### src/rtl/led_chaser_pkg.sv
// Shared constants and divider-limit helper for the LED chaser.
package led_chaser_pkg;

  localparam logic DIR_FWD     = 1'b0;
  localparam logic DIR_BWD     = 1'b1;
  localparam logic MODE_WRAP   = 1'b0;
  localparam logic MODE_BOUNCE = 1'b1;

  // Terminal count of the step divider at speed level k (level 0 fastest).
  function automatic logic [63:0] div_limit(input int unsigned clk_hz,
                                            input int unsigned base_hz,
                                            input int unsigned k);
    return (64'(clk_hz / base_hz) << k) - 64'd1;
  endfunction

endpackage

### src/rtl/led_chaser_step_tick_gen.sv
// Step-rate divider plus speed-level register; emits a one-cycle tick
// at the rate selected by speed_idx.
module step_tick_gen
  import led_chaser_pkg::*;
#(
  parameter int unsigned N_SPEEDS = 4,
  parameter int unsigned CLK_HZ   = 50_000_000,
  parameter int unsigned BASE_HZ  = 16,
  parameter int unsigned SW       = 2
) (
  input  logic          clk,
  input  logic          rst,
  input  logic          speed_pls,
  output logic          tick,
  output logic [SW-1:0] speed_idx
);

  // Counter sized for the slowest level's terminal count.
  localparam int unsigned CW = $clog2(div_limit(CLK_HZ, BASE_HZ, N_SPEEDS - 1) + 64'd1);

  logic [CW-1:0] cnt_q, cnt_d, limit;
  logic [SW-1:0] idx_q, idx_d;
  logic          at_limit;

  // Next count/level; a speed change restarts the count and swallows a tick.
  always_comb begin
    limit    = CW'(div_limit(CLK_HZ, BASE_HZ, 32'(idx_q)));
    at_limit = (cnt_q == limit);
    tick     = at_limit & ~speed_pls;
    idx_d    = idx_q;
    cnt_d    = cnt_q + CW'(1);
    if (speed_pls) begin
      cnt_d = '0;
      if (N_SPEEDS > 1)
        idx_d = (idx_q == SW'(N_SPEEDS - 1)) ? '0 : idx_q + SW'(1);
      else
        idx_d = '0;
    end else if (at_limit) begin
      cnt_d = '0;
    end
  end

  // Divider and speed level registers.
  always_ff @(posedge clk) begin
    if (rst) begin
      cnt_q <= '0;
      idx_q <= '0;
    end else begin
      cnt_q <= cnt_d;
      idx_q <= idx_d;
    end
  end

  assign speed_idx = idx_q;

endmodule

### src/rtl/led_chaser.sv
// Running-light engine: one lit (low) LED walks the bar at a selectable
// speed and direction. Define LED_CHASER_BOUNCE_EN to enable the
// ping-pong mode toggled by mode_pls; otherwise the bar always wraps.
module led_chaser
  import led_chaser_pkg::*;
#(
  parameter int unsigned N_LEDS   = 10,
  parameter int unsigned N_SPEEDS = 4,
  parameter int unsigned CLK_HZ   = 50_000_000,
  parameter int unsigned BASE_HZ  = 16,
  localparam int unsigned SW      = (N_SPEEDS > 1) ? $clog2(N_SPEEDS) : 1
) (
  input  logic              clk,
  input  logic              rst,
  input  logic              speed_pls,
  input  logic              dir_pls,
  input  logic              mode_pls,
  output logic [N_LEDS-1:0] led_n,
  output logic [SW-1:0]     speed_idx,
  output logic              dir,
  output logic              bounce,
  output logic              step
);

  localparam int unsigned PW   = $clog2(N_LEDS);
  localparam logic [PW-1:0] LAST = PW'(N_LEDS - 1);

  logic              tick;
  logic [PW-1:0]     pos_q, pos_d;
  logic              dir_q, dir_d;
  logic              bounce_q, bounce_d;
  logic              step_q;
  logic [N_LEDS-1:0] led_q, led_d;
  logic              autorev;

  step_tick_gen #(
    .N_SPEEDS (N_SPEEDS),
    .CLK_HZ   (CLK_HZ),
    .BASE_HZ  (BASE_HZ),
    .SW       (SW)
  ) u_tick (
    .clk       (clk),
    .rst       (rst),
    .speed_pls (speed_pls),
    .tick      (tick),
    .speed_idx (speed_idx)
  );

`ifndef LED_CHASER_BOUNCE_EN
  logic unused_mode;
  assign unused_mode = mode_pls;
`endif

  // Position walk on tick using the current dir; end-of-bar reversal in
  // bounce mode XORs with a user dir press so the two cancel.
  always_comb begin
    pos_d   = pos_q;
    autorev = 1'b0;
    if (tick) begin
      if (bounce_q == MODE_BOUNCE) begin
        if (dir_q == DIR_FWD) begin
          if (pos_q == LAST) begin
            pos_d   = LAST - PW'(1);
            autorev = 1'b1;
          end else begin
            pos_d = pos_q + PW'(1);
          end
        end else begin
          if (pos_q == '0) begin
            pos_d   = PW'(1);
            autorev = 1'b1;
          end else begin
            pos_d = pos_q - PW'(1);
          end
        end
      end else begin
        if (dir_q == DIR_FWD)
          pos_d = (pos_q == LAST) ? '0 : pos_q + PW'(1);
        else
          pos_d = (pos_q == '0) ? LAST : pos_q - PW'(1);
      end
    end
    dir_d = dir_q ^ dir_pls ^ autorev;
`ifdef LED_CHASER_BOUNCE_EN
    bounce_d = bounce_q ^ mode_pls;
`else
    bounce_d = MODE_WRAP;
`endif
    for (int i = 0; i < int'(N_LEDS); i++)
      led_d[i] = (pos_d != PW'(i));
  end

  // Walker state and registered LED drive.
  always_ff @(posedge clk) begin
    if (rst) begin
      pos_q    <= '0;
      dir_q    <= DIR_FWD;
      bounce_q <= MODE_WRAP;
      step_q   <= 1'b0;
      led_q    <= {{(N_LEDS-1){1'b1}}, 1'b0};
    end else begin
      pos_q    <= pos_d;
      dir_q    <= dir_d;
      bounce_q <= bounce_d;
      step_q   <= tick;
      led_q    <= led_d;
    end
  end

  assign led_n  = led_q;
  assign dir    = dir_q;
  assign bounce = bounce_q;
  assign step   = step_q;

endmodule

### config.mk
export PLATFORM = sky130hd
export DESIGN_NAME = led_chaser
export DESIGN_NICKNAME = d
export VERILOG_FILES = /design/src/rtl/led_chaser_pkg.sv /design/src/rtl/led_chaser_step_tick_gen.sv /design/src/rtl/led_chaser.sv
export SDC_FILE = /design/constraint.sdc
export NUM_CORES = 1
export LEC_CHECK = 0
export BUFFER_PORTS_ARGS = -buffer_cell sky130_fd_sc_hd__clkbuf_2
export CAP_MARGIN = 20
export CORE_MARGIN = 1
export CORE_UTILIZATION = 55
export CTS_CLUSTER_SIZE = 40
export DETAILED_ROUTE_END_ITERATION = 8
export PLACE_DENSITY = 0.74
export SYNTH_ARGS = -nofsm -noshare
export SYNTH_HDL_FRONTEND = slang
export SYNTH_SLANG_ARGS = --single-unit
### constraint.sdc
create_clock -name clk -period 3.7 [get_ports clk]
set_input_delay 0.185 -clock clk [delete_from_list [all_inputs] [get_ports clk]]
set_output_delay 0.185 -clock clk [all_outputs]
set_load 0.05 [all_outputs]
==> results_dict.tcl, run 1 <==
set metrics [dict create \
    run_status "finished, final reports clean" \
    final.min_clock_period_ps 3410 \
    muxShareOfSynthArea_pct 2.45 \
    crit_start "u_tick.speed_idx[0]" \
    yosysWarningCount 0 \
    cts_sinks 43 \
    avgSynthCellArea_um2 8.35 \
    ys_top_cells_by_area "dfxtp_1, xnor2_1, nor2_1" \
    grt_first_pass_wirelength_mm 8.35 \
    nFillCells 383 \
    final_cell_mix "dfxtp_1, nor2_1, nand2_1" \
    clkSlewWorstSetupHoldPaths_ps 80 \
    finalSetupViolCount 0 \
    wl_met2_mm 2.09 \
    highest_layer "met4" \
    drtIter0Drc 223 \
    synth_top_family_by_area "simple AND/OR/NAND/NOR gates" \
    worstSkewPairLatency_ps 300 \
    syn_area_um2 2450 \
    fp-row-count 23 \
    cts-root-buf "clkbuf_8" \
    crit_path_max_fanout 11 \
    worstHoldPathType "input port to flip-flop" \
    synthFlopType "dfxtp_1" \
    synth_compound_area_share_pct 12.3 \
    synth_fa_ha_area_share_pct 5.11 \
    grt.overflow.total 0 \
    hpwl_mm 3.65 \
    cts_buffer_depth 2 \
    routedWlPerCell_um 14.1 \
    track_usage_pct 24.1 \
    finalNetCount 318 \
    final_util_pct 63.3 \
    antenna-diode-count 0 \
    hp-start "dir_pls" \
    routed_via_density 5.84 \
    drc 0 \
    grt_pass1_vias 1775 \
    numCtsBuffers 5 \
    layout_commonest_cell "dfxtp_1" \
    stdcell_count 354 \
    gp_congestion 0.901 \
    finalClockSkew_ps 8.59 \
    drt-total-wl_mm 5.00 \
    yosysUniqueCellTypes 58 \
    maxCapViolations 0 \
    antenna_left 0 \
    synth_top_area_share_pct 35.2 \
    antenna_found_initial 0 \
    crit_required_ps 3880 \
    worst_slew_pin_slew_ps 680 \
    slew_violations 0 \
    synth_fp_nets 308 \
    core-area_um2 4140 \
    wl_met1_mm 2.57 \
    endpoint_kind "flip-flop" \
    async_reset_ff_share_pct 0 \
    place_inst 346 \
    first_pass_iters 4 \
    cts_tree "built" \
    yosysSeqAreaShare_pct 35.2 \
    fin_crit_sh_pct 92.2 \
    finalSetupTns_ps 0 \
    ctsResizeCount 0 \
    yosysTopAreaCell "dfxtp_1" \
    yosys_register_bits 43 \
    synth-xor-area-share_pct 10.7 \
    pin_count 20 \
    ir_worst_vdd_mv 0.248 \
    vias 2066 \
    netlist_instances 293 \
    portBuffers 17 \
    grt_start_max_net_pins 26 \
    startpoint_type "flip-flop" \
    relSlewSlack_pct 54.6 \
    start_util_pct 59.1 \
    die_h_um 68.7 \
    final_layout_size_suffix_gt1_share_pct 12.8 \
    dieArea_um2 4720 \
    p_leak_uw 0.000965 \
    dr_wl_met3_um 283 \
    htreeDepth 2 \
    r2r-start "u_tick.speed_idx[0]" \
    syn_to_final_growth_pct 7.26 \
    postCtsHoldBufs 0 \
    final-hold-violation-count 0 \
    rsz0062_at_grt "false" \
    worstPathArrival_ps 3590 \
    path_class "flip-flop to flip-flop" \
    die_w_um 68.7 \
    fmax_mhz 293 \
    synth_edf_count 0 \
    synthSimpleGateAreaFrac_pct 29.2 \
    power_density_nw_per_um2 342 \
    postCtsSetupRepairBufs 0 \
]
final timing paths:
path | cells past startpoint | slack, ps | to
hold reg to reg | 1 | 450 | u_tick.cnt_q[0]
setup reg to reg | 11 | 290 | led_n[4]
hold / removal | 3 | 130 | dir
setup / recovery | 11 | 290 | led_n[4]
critical path, cell delays in order (launching register included):
cell and delay (ps):
dfxtp_1 530, inv_1 160, ha_1 300, inv_1 80, ha_1 160, or3b_1 390, a22oi_2 190, o2111ai_1 180
or4_4 670, a211oi_2 260, o221a_2 270, o211ai_2 80
cell type report:
cell class	instances	area [um^2]	area share, %
multi-input cells	224	1470	55.9
clock buffers	8	100	3.81
repair buffers	18	92.6	3.53
well taps	50	62.6	2.38
flip-flops and latches	43	861	32.8
inverters	11	41.3	1.57
report_power, final:
| group | switching (uW) | internal, uW |
|---|---|---|
| clock network | 158 | 170 |
| registers | 12.5 | 466 |
| logic | 55.6 | 34.2 |
| total | 226 | 671 |
cell families after synthesis:
| group | after synthesis |
|---|---|
| adder cells (fa/ha/maj) | 10 |
| AND/OR/NAND/NOR | 137 |
| AO/OA/AOI/OAI | 40 |
| buffers and inverters | 26 |
| XOR/XNOR | 30 |
| other | 1 |
| multiplexers | 6 |
| flip-flops | 43 |
state kept, by name (all words and copies together), names as in the netlist:
register          count
u_tick.cnt_q         25
dir                   1
pos_q                 4
led_n                10
u_tick.speed_idx      2
step                  1
routing by layer:
layer,up-vias,GRT usage (%)
met3,6,5.26
met1,963,35.7
met2,53,34.6
met5,-,0
met4,0,6.63
li1,1044,-
per-stage QoR:
| step | hold slack [ps] | setup WS [ps] | total power, uW | instance area (um^2) |
|---|---|---|---|---|
| 6_report | 129 | 289 | 897 | 2630 |
| 5_1_grt | 167 | 107 | 931 | 2630 |
| 4_1_cts | 134 | 307 | 902 | 2630 |
| 3_5_place_dp | 440 | 330 | 578 | 2520 |
| 3_3_place_gp | 428 | 400 | 577 | 2520 |
| 2_1_floorplan | 322 | 349 | 561 | 2450 |
synth_stat cells (4+ instances only):
| library cell | number |
|---|---|
| xor2_1 | 10 |
| dfxtp_1 | 43 |
| nand2_1 | 23 |
| ha_1 | 10 |
| inv_1 | 10 |
| clkbuf_1 | 10 |
| nand3_1 | 16 |
| a21oi_1 | 5 |
| mux2i_1 | 6 |
| and4_1 | 4 |
| and3_1 | 8 |
| or3_1 | 9 |
| nor2_1 | 42 |
| a22oi_1 | 5 |
| nor3_1 | 5 |
| o21ai_0 | 9 |
| nor4_1 | 5 |
| xnor2_1 | 20 |
Power figures use the tool's default switching activity.
==> run 2: changes to the inputs <==
--- a/config.mk
+++ b/config.mk
@@ -5,6 +5,7 @@
 export SDC_FILE = /design/constraint.sdc
 export NUM_CORES = 1
 export LEC_CHECK = 0
+export ABC_AREA = 1
 export BUFFER_PORTS_ARGS = -buffer_cell sky130_fd_sc_hd__clkbuf_2
 export CAP_MARGIN = 20
 export CORE_MARGIN = 1
==> constraint.sdc (replaced) <==
create_clock -name clk -period 4.23 [get_ports clk]
set_input_delay 0.2115 -clock clk [delete_from_list [all_inputs] [get_ports clk]]
set_output_delay 0.2115 -clock clk [all_outputs]
set_load 0.05 [all_outputs]
==> results_dict.tcl, run 2 <==
set metrics [dict create \
    portBuffers 17 \
    drt-total-wl_mm 5.83 \
    numCtsBuffers 5 \
    total_power_uw 788 \
    grt.overflow.total 0 \
    worstHoldPathType "input port to flip-flop" \
    postCtsHoldBufs 0 \
    routed_via_density 4.97 \
    pin_count 20 \
    fmax_mhz 347 \
    run_status "finished, final reports clean" \
    yosys_register_bits 43 \
    finalNetCount 450 \
    ys_top_cells_by_area "dfxtp_1, nand2_1, nor2_1" \
    crit_path_max_fanout 11 \
    grt_pass1_vias 2291 \
    slew_violations 0 \
    core-area_um2 4750 \
    ctsResizeCount 0 \
    ir_worst_vdd_mv 0.188 \
    rsz0062_at_grt "false" \
    antenna_left 0 \
    synthFlopType "dfxtp_1" \
    p_leak_uw 0.00127 \
    startpoint_type "flip-flop" \
    synth_fa_ha_area_share_pct 4.58 \
    endpoint_kind "flip-flop" \
    final-hold-violation-count 0 \
    postCtsSetupRepairBufs 0 \
    routedWlPerCell_um 11.6 \
    yosysMostFrequentCell "nand2_1" \
    regMostFlops "u_tick.cnt_q" \
    seq_power_share_pct 52.8 \
    cts_sinks 43 \
    die_w_um 72.5 \
    die_h_um 72.5 \
    grt_first_pass_wirelength_mm 10.2 \
    cts_tree "built" \
    dieArea_um2 5250 \
    synthSimpleGateAreaFrac_pct 45.9 \
    worstSkewPairLatency_ps 310 \
    fin_crit_sh_pct 68.1 \
    worstPathArrival_ps 3080 \
    final_cell_mix "nand2_1, nor2_1, inv_1" \
    hp-start "dir_pls" \
    synth_edf_count 0 \
    path_class "flip-flop to flip-flop" \
    gp_congestion 0.896 \
    nFillCells 465 \
    final.min_clock_period_ps 2880 \
    yosysSeqAreaShare_pct 31.5 \
    track_usage_pct 24.9 \
    crit_start "u_tick.speed_idx[0]" \
    synth_fp_nets 431 \
    vias 2500 \
    fp-row-count 25 \
    cts-root-buf "clkbuf_8" \
    final_layout_size_suffix_gt1_share_pct 16.3 \
    async_reset_ff_share_pct 0 \
    maxCapViolations 0 \
    crit_required_ps 4430 \
    yosysWarningCount 0 \
    syn_to_final_growth_pct 8.06 \
    netlist_instances 416 \
    p_comb_share_pct 12.6 \
    layout_commonest_cell "nand2_1" \
    grt_start_max_net_pins 26 \
    start_util_pct 57.5 \
    first_pass_iters 5 \
    synth_top_area_share_pct 31.5 \
    antenna-diode-count 0 \
    hpwl_mm 4.47 \
    htreeDepth 2 \
    p_sw_uw 231 \
    finalClockSkew_ps 5.39 \
    cts_buffer_depth 2 \
    clkSlewWorstSetupHoldPaths_ps 90 \
    finalSetupTns_ps 0 \
    yosysTopAreaCell "dfxtp_1" \
    avgSynthCellArea_um2 6.57 \
    antenna_found_initial 0 \
    intPower_uw 557 \
    yosysUniqueCellTypes 37 \
    synthTopCellsByCount "nand2_1, nor2_1, inv_1" \
    synth_top_family_by_area "simple AND/OR/NAND/NOR gates" \
    largest_reg_flops 25 \
    finalSetupViolCount 0 \
    power_frac_clock_pct 34.6 \
    p_sw_share_pct 29.3 \
    muxShareOfSynthArea_pct 0 \
    syn_area_um2 2730 \
    drtIter0Drc 158 \
    synth-xor-area-share_pct 2.56 \
    power_density_nw_per_um2 267 \
    synth_compound_area_share_pct 5.36 \
    drc 0 \
    r2r-start "u_tick.speed_idx[0]" \
]
-- run 2: changes by cell type after synthesis, moves of 13 or more --
cell,delta
nand2_1,+80
inv_1,+41
nor2_1,+33
xnor2_1,-16
nand2_2,+13
-- run 2: final timing paths --
| check | endpoint | slack [ps] | cells past startpoint |
|---|---|---|---|
| setup / recovery | led_n[6] | 1350 | 16 |
| hold / removal | dir | 140 | 3 |
| hold reg to reg | u_tick.cnt_q[23] | 500 | 2 |
| setup reg to reg | led_n[6] | 1350 | 16 |
-- run 2: area by class of cell --
cell class | count | area, um^2 | area share, %
clock buffer | 5 | 68.8 | 2.33
clock inverter | 3 | 25.0 | 0.847
inverter | 61 | 229 | 7.75
multi-input combinational | 307 | 1600 | 54.2
sequential | 43 | 861 | 29.2
tap | 67 | 83.8 | 2.84
timing repair buffer | 17 | 85.1 | 2.88
-- run 2: cell families (layout without fill, tap and decap cells) --
logic type / count (synthesis) / count (layout)
compound gates: 27 / 27
xor+xnor: 8 / 8
fa+ha+maj: 10 / 10
buf+inv: 66 / 86
flops: 43 / 43
other cells: 1 / 1
simple gates: 261 / 261
-- run 2: worst max-delay path, stage by stage (launching register included) --
cell and delay [ps]:
dfxtp_1 620, inv_2 190, ha_1 330, inv_2 120, ha_1 250, inv_1 60
nand2_1 40, nand2_1 110, nand2_1 60, nor2_1 100, nand2_1 70, nor2_1 170
nand3_2 160, nand2_2 120, nand3_2 80, a21oi_2 210, nand2_1 80
-- run 2: layer usage --
| metal | up-vias | global-route usage [%] | wire (um) |
|---|---|---|---|
| li1 | 1338 | - | - |
| met1 | 1096 | 33.9 | 2870 |
| met2 | 58 | 39.4 | 2560 |
| met3 | 8 | 5.28 | 324 |
| met4 | 0 | 7.41 | 80 |
| met5 | - | 0 | 0 |
-- run 2: power groups by stage --
| stage | Sequential [uW] | Combinational, uW | Clock [uW] |
|---|---|---|---|
| after floorplan | 433 | 71.3 | 0 |
| after global placement | 426 | 96.2 | 0 |
| after detailed placement | 426 | 97.5 | 0 |
| after CTS | 416 | 98.4 | 280 |
| after global routing | 418 | 113 | 296 |
| final | 416 | 99.0 | 273 |
-- run 2: through the flow --
step | instances | utilization [%] | worst slack (ps) | area, um^2 | hold slack [ps]
final | 503 | 62.1 | 1350 | 2950 | 141
after CTS | 503 | 62.1 | 1400 | 2950 | 130
after global routing | 503 | 62.1 | 1110 | 2950 | 144
after detailed placement | 495 | 60.1 | 1420 | 2860 | 455
after global placement | 495 | 60.1 | 1460 | 2860 | 459
after floorplan | 416 | - | 1530 | 2730 | 290
